## config.mk

```make
export PLATFORM = sky130hd
export DESIGN_NAME = period_meter
export DESIGN_NICKNAME = d
export VERILOG_FILES = /design/src/rtl/period_meter.sv
export SDC_FILE = /design/constraint.sdc
export NUM_CORES = 1
export LEC_CHECK = 0
export ABC_CLOCK_PERIOD_IN_PS = 2500
export CORE_MARGIN = 5
export CORE_UTILIZATION = 48
export CTS_BUF_LIST = sky130_fd_sc_hd__clkbuf_2 sky130_fd_sc_hd__clkbuf_4 sky130_fd_sc_hd__clkbuf_8
export CTS_CLUSTER_DIAMETER = 120
export DETAILED_ROUTE_END_ITERATION = 16
export HOLD_SLACK_MARGIN = 0.03
export PLACE_DENSITY = 0.87
export SETUP_SLACK_MARGIN = 0.15
export SLEW_MARGIN = 25
export SYNTH_ARGS = -nofsm -noshare
export SYNTH_HDL_FRONTEND = slang
export SYNTH_SLANG_ARGS = --single-unit
```

## constraint.sdc

```tcl
create_clock -name clk -period 2.5 [get_ports clk]
set_input_delay 0.375 -clock clk [delete_from_list [all_inputs] [get_ports clk]]
set_output_delay 0.375 -clock clk [all_outputs]
set_load 0.05 [all_outputs]
```

## src/rtl/period_meter.sv

```systemverilog
// -----------------------------------------------------------------------------
// period_meter
//
// Measures the period and high time of a slow, asynchronous input waveform in
// units of clk. sig_in is synchronised through two flops; a third flop keeps
// the previous synchronised value so a rising edge can be detected. The period
// counter runs from one rising edge to the next. On every rising edge after the
// first, the results are published with a one-cycle period_valid strobe. If no
// rising edge arrives within 2^W-1 cycles, the sticky timeout flag is set and
// the block re-arms.
//
// Optional build macro:
//   PERIOD_METER_DUTY_EN  defined   : high-time counter present, high_cycles valid
//                         undefined : high-time logic omitted, high_cycles = 0
//
// Ports:
//   clk          in   system clock, all logic on posedge
//   rst          in   asynchronous active-low reset
//   en           in   measurement enable (synchronous to clk)
//   sig_in       in   signal under measurement (asynchronous to clk)
//   period       out  [W-1:0] last measured period in clk cycles
//   high_cycles  out  [W-1:0] clk cycles sig_in was high in that period
//   period_valid out  one-cycle strobe when period/high_cycles update
//   timeout      out  sticky: no rising edge within 2^W-1 cycles
//   busy         out  high while a measurement is in progress
// -----------------------------------------------------------------------------
module period_meter #(
    parameter int W = 26
) (
    input  logic         clk,
    input  logic         rst,
    input  logic         en,
    input  logic         sig_in,
    output logic [W-1:0] period,
    output logic [W-1:0] high_cycles,
    output logic         period_valid,
    output logic         timeout,
    output logic         busy
);

    typedef enum logic [1:0] {
        IDLE    = 2'd0,
        ARM     = 2'd1,
        MEASURE = 2'd2
    } state_t;

    localparam logic [W-1:0] CNT_MAX = '1;
    localparam logic [W-1:0] ONE     = W'(1);

    state_t         state, state_next;
    logic           s1, s2, s3;
    logic           rise;
    logic [W-1:0]   cnt, cnt_next;
    logic [W-1:0]   period_next;
    logic           valid_next;
    logic           timeout_next;

    // Two-flop synchroniser plus one history flop for edge detection. The
    // fixed two-cycle latency shifts every edge equally, so it cancels out of
    // both the period and the high time.
    always_ff @(posedge clk or negedge rst) begin
        if (!rst) begin
            s1 <= 1'b0;
            s2 <= 1'b0;
            s3 <= 1'b0;
        end else begin
            // NOTE: non-blocking, so each stage takes the previous stage's old
            // value; blocking here would collapse the chain into a single flop.
            s1 <= sig_in;
            s2 <= s1;
            s3 <= s2;
        end
    end

    assign rise = s2 & ~s3;
    assign busy = (state == MEASURE);

    always_comb begin
        // NOTE: every signal assigned here gets a default first, so no path
        // through the case can leave a latch behind.
        state_next   = state;
        cnt_next     = cnt;
        period_next  = period;
        valid_next   = 1'b0;
        timeout_next = timeout;

        if (!en) begin
            state_next   = IDLE;
            cnt_next     = '0;
            timeout_next = 1'b0;
        end else begin
            unique case (state)
                IDLE: begin
                    // A rise coinciding with en is deliberately ignored.
                    cnt_next   = '0;
                    state_next = ARM;
                end
                ARM: begin
                    if (rise) begin
                        cnt_next   = ONE;
                        state_next = MEASURE;
                    end
                end
                MEASURE: begin
                    if (rise) begin
                        period_next  = cnt;
                        valid_next   = 1'b1;
                        timeout_next = 1'b0;
                        cnt_next     = ONE;
                    end else if (cnt == CNT_MAX) begin
                        // Limit check comes before the increment: cnt never wraps.
                        timeout_next = 1'b1;
                        cnt_next     = '0;
                        state_next   = ARM;
                    end else begin
                        cnt_next = cnt + ONE;
                    end
                end
                default: begin
                    state_next = IDLE;
                    cnt_next   = '0;
                end
            endcase
        end
    end

    always_ff @(posedge clk or negedge rst) begin
        if (!rst) begin
            state        <= IDLE;
            cnt          <= '0;
            period       <= '0;
            period_valid <= 1'b0;
            timeout      <= 1'b0;
        end else begin
            state        <= state_next;
            cnt          <= cnt_next;
            period       <= period_next;
            period_valid <= valid_next;
            timeout      <= timeout_next;
        end
    end

`ifdef PERIOD_METER_DUTY_EN
    logic [W-1:0] hcnt, hcnt_next, high_next;

    // High-time counter follows cnt's control flow; it only advances while
    // the synchronised input is high, so it can never exceed cnt.
    always_comb begin
        hcnt_next = hcnt;
        high_next = high_cycles;
        if (!en || state == IDLE) begin
            hcnt_next = '0;
        end else if (state == ARM) begin
            if (rise) hcnt_next = ONE;
        end else if (state == MEASURE) begin
            if (rise) begin
                high_next = hcnt;
                hcnt_next = ONE;
            end else if (cnt == CNT_MAX) begin
                hcnt_next = '0;
            end else if (s2) begin
                hcnt_next = hcnt + ONE;
            end
        end
    end

    always_ff @(posedge clk or negedge rst) begin
        if (!rst) begin
            hcnt        <= '0;
            high_cycles <= '0;
        end else begin
            hcnt        <= hcnt_next;
            high_cycles <= high_next;
        end
    end
`else
    assign high_cycles = '0;
`endif

endmodule

```

==> metrics.cfg <==
[placement]
portBuffers = 32
place_congestion = 0.913
dp_cells = 418
dp_hpwl_mm = 4.51

[critical_path]
cp_cell_sequence = ha_2 -> nand3_2 -> or4_1 -> or4_4 -> a31oi_2 -> mux2i_1
cp-end-kind = register
cp_num_buf_inv = 0
worstSetupStartpointType = register
cp_max_fo = 6
critPathTopFamily = simple AND/OR/NAND/NOR gates
crit_arrival_ns = 2.52
r2r_cells = 6
crit_path_top_delay_cell = or4_4
cp.depth = 6
crit_type = register to register
slowest_delay_ns = 0.56
cp.required_ns = 2.77

[sta]
fin_crit_ns = 2.26
rsz0062_at_grt = no
worst_slew_pin_slew_ns = 0.653
finalSetupViolations = 0
skew_ns = 0.00670
hold_viol = 0
tns_ns = 0
max_clock_freq_mhz = 443
min_period_over_period_pct = 90.3
slew_viol_final = 0
slew_headroom_pct = 56.5

[cells_and_area]
layout_common_cells = 58 x dfrtp_1, 31 x nand2_1, 30 x clkdlybuf4s50_1, 26 x conb_1, 22 x o21ai_0
area_delta_synth_final_pct = 19.2
diodes = 0
utilization_pct = 59.5
nFillCells = 494
mostFrequentLayoutCell = dfrtp_1
layout.nets = 364
instances_no_fill = 434
final_layout_size_suffix_gt1_share_pct = 17.8

[floorplan]
num_rows = 28
core-area_um2 = 5990
die_height_um = 89.0
die_x_um = 89.0
dieArea_um2 = 7910
initial_utilization_pct = 50.0
num_io_pins = 59

[min_path]
hold_path_class = input port to asynchronous set/reset pin

[routing]
wl_mm = 6.29
dr.pass1.iters = 4
routedWlPerCell_um = 14.5
drt_iter0_drc = 140
ant_nets = 0
route.detailed.drc = 0
vias = 2350
viasPerCell = 5.41

[run]
maxCapViolations = 0

[clock_tree]
cts-root-buf = clkbuf_8
numCtsBuffers = 9
clkTransAtPathRegs_ns = 0.06
cts_hold_buf = 0
worstSkewPairLatency_ns = 0.34
ctsHtreeMaxLevel = 3
cts_buffer_depth = 2
cts_tree = done
clkSinkCount = 59

[yosys]
synth_area_um2 = 2990
synth_warnings = 0
synthCells = 308
synth_cell_types = 40
ys_seq_area_share_pct = 49.3
ys_seq_elements = 59
syn_avg_cell_area_um2 = 9.72

[pwr]
vdd_ir_drop_max_mv = 0.386
power_leakage_nw = 1.54
finalPower_mw = 1.94
pwr_density_cell_nw_per_um2 = 544

[grt]
track_usage_pct = 17.9
grt_pass1_wl_mm = 10.9
first_global_vias = 2352
overflow = 0
grt_max_degree = 32
antenna_found_initial = 0

[status]
outcome = finished clean

[final cells by class]
| type | instances | area [um2] | share of cell area (%) |
|---|---|---|---|
| sequential | 59 | 1480 | 41.4 |
| multi-input combinational | 221 | 1320 | 36.9 |
| timing repair buffer | 49 | 454 | 12.7 |
| clock buffer | 12 | 153 | 4.28 |
| tap | 75 | 93.8 | 2.63 |
| inverter | 15 | 56.3 | 1.58 |
| clock inverter | 3 | 15.0 | 0.421 |
[layer usage]
metal  track usage (%)  share of wire (%)  vias to the layer above
li1                  -                  -                     1132
met1              22.4                 43                     1119
met2              29.1                 49                       83
met3              5.35                5.8                       16
met4              7.31                2.0                        0
met5                 0                  0                        -
[through the flow]
stage / hold WS (ns) / instance area, um2 / setup WS [ns]
after floorplan: 0.0794 / 3090 / 0.162
after global placement: 0.334 / 3390 / 0.261
after detailed placement: 0.345 / 3390 / 0.205
after CTS: 0.0628 / 3550 / 0.212
after global routing: 0.115 / 3570 / 0.159
final: 0.0595 / 3570 / 0.243
[final timing paths]
path	from	end	slack (ns)
max	cnt[0]	state[0]	0.24
min	rst	state[0]	0.06
max reg2reg	cnt[0]	state[0]	0.24
min reg2reg	s1	s2	0.35
max in group asynchronous	rst	cnt[14]	1.85
min in group clk	s1	s2	0.35
[cells in the mapped netlist]
library cell  number  area, um2
dfrtp_1           59       1480
nand2_1           31        116
buf_4             28        210
o21ai_0           22        110
nand3_1           20        100
mux2_2            18        203
inv_1             15       56.3
nor2_1            15       56.3
a21oi_1           12       60.1
or3_1             11       68.8
nand4_1           10       62.6
nor4_1             9       56.3
clkbuf_1           8       30.0
xnor2_1            6       52.6
ha_1               5       62.6
nor3_1             4       20.0
a31oi_1            3       18.8
and3_1             3       18.8
mux2i_1            2       20.0
nand2b_1           2       12.5
o211ai_1           2       15.0
o22ai_1            2       12.5
o31ai_1            2       15.0
or2_2              2       12.5
or4_1              2       15.0
a211oi_1           1       7.51
a21o_1             1       7.51
a31oi_2            1       12.5
a32o_1             1       10.0
buf_1              1       3.75
buf_2              1       5.00
conb_1             1       3.75
nand2_2            1       6.26
nor2_2             1       6.26
nor2b_1            1       6.26
o21ai_1            1       5.00
o311a_1            1       10.0
or3_2              1       7.51
or4_2              1       8.76
or4_4              1       11.3
[state kept, by name (all words and copies together) (netlist names)]
register	flops
cnt	26
period	26
period_valid	1
s1	1
s2	1
s3	1
state	2
timeout	1
[timing repair]
action	4_1_cts	5_1_grt
setup buffers	0	1
endpoints found under the setup margin	1	14
gates cloned	0	0
gates resized for setup	1	3
[power by group]
part | total, mW | leakage (nW) | switching, mW | internal [mW]
Sequential | 0.973 | 0.814 | 0.00871 | 0.964
Clock | 0.750 | 0.0928 | 0.353 | 0.398
Combinational | 0.219 | 0.636 | 0.173 | 0.0458
Total | 1.94 | 1.54 | 0.534 | 1.41
[cell families after synthesis]
kind of cell,count (synthesis),share of synthesized area [%]
AO/OA/AOI/OAI,49,9.49
XOR/XNOR,6,1.76
buffers and inverters,53,10.2
multiplexers,20,7.44
adder cells (fa/ha/maj),5,2.09
flip-flops,59,49.3
other,1,0.125
AND/OR/NAND/NOR,115,19.6
(Power assumes the default switching activity.)
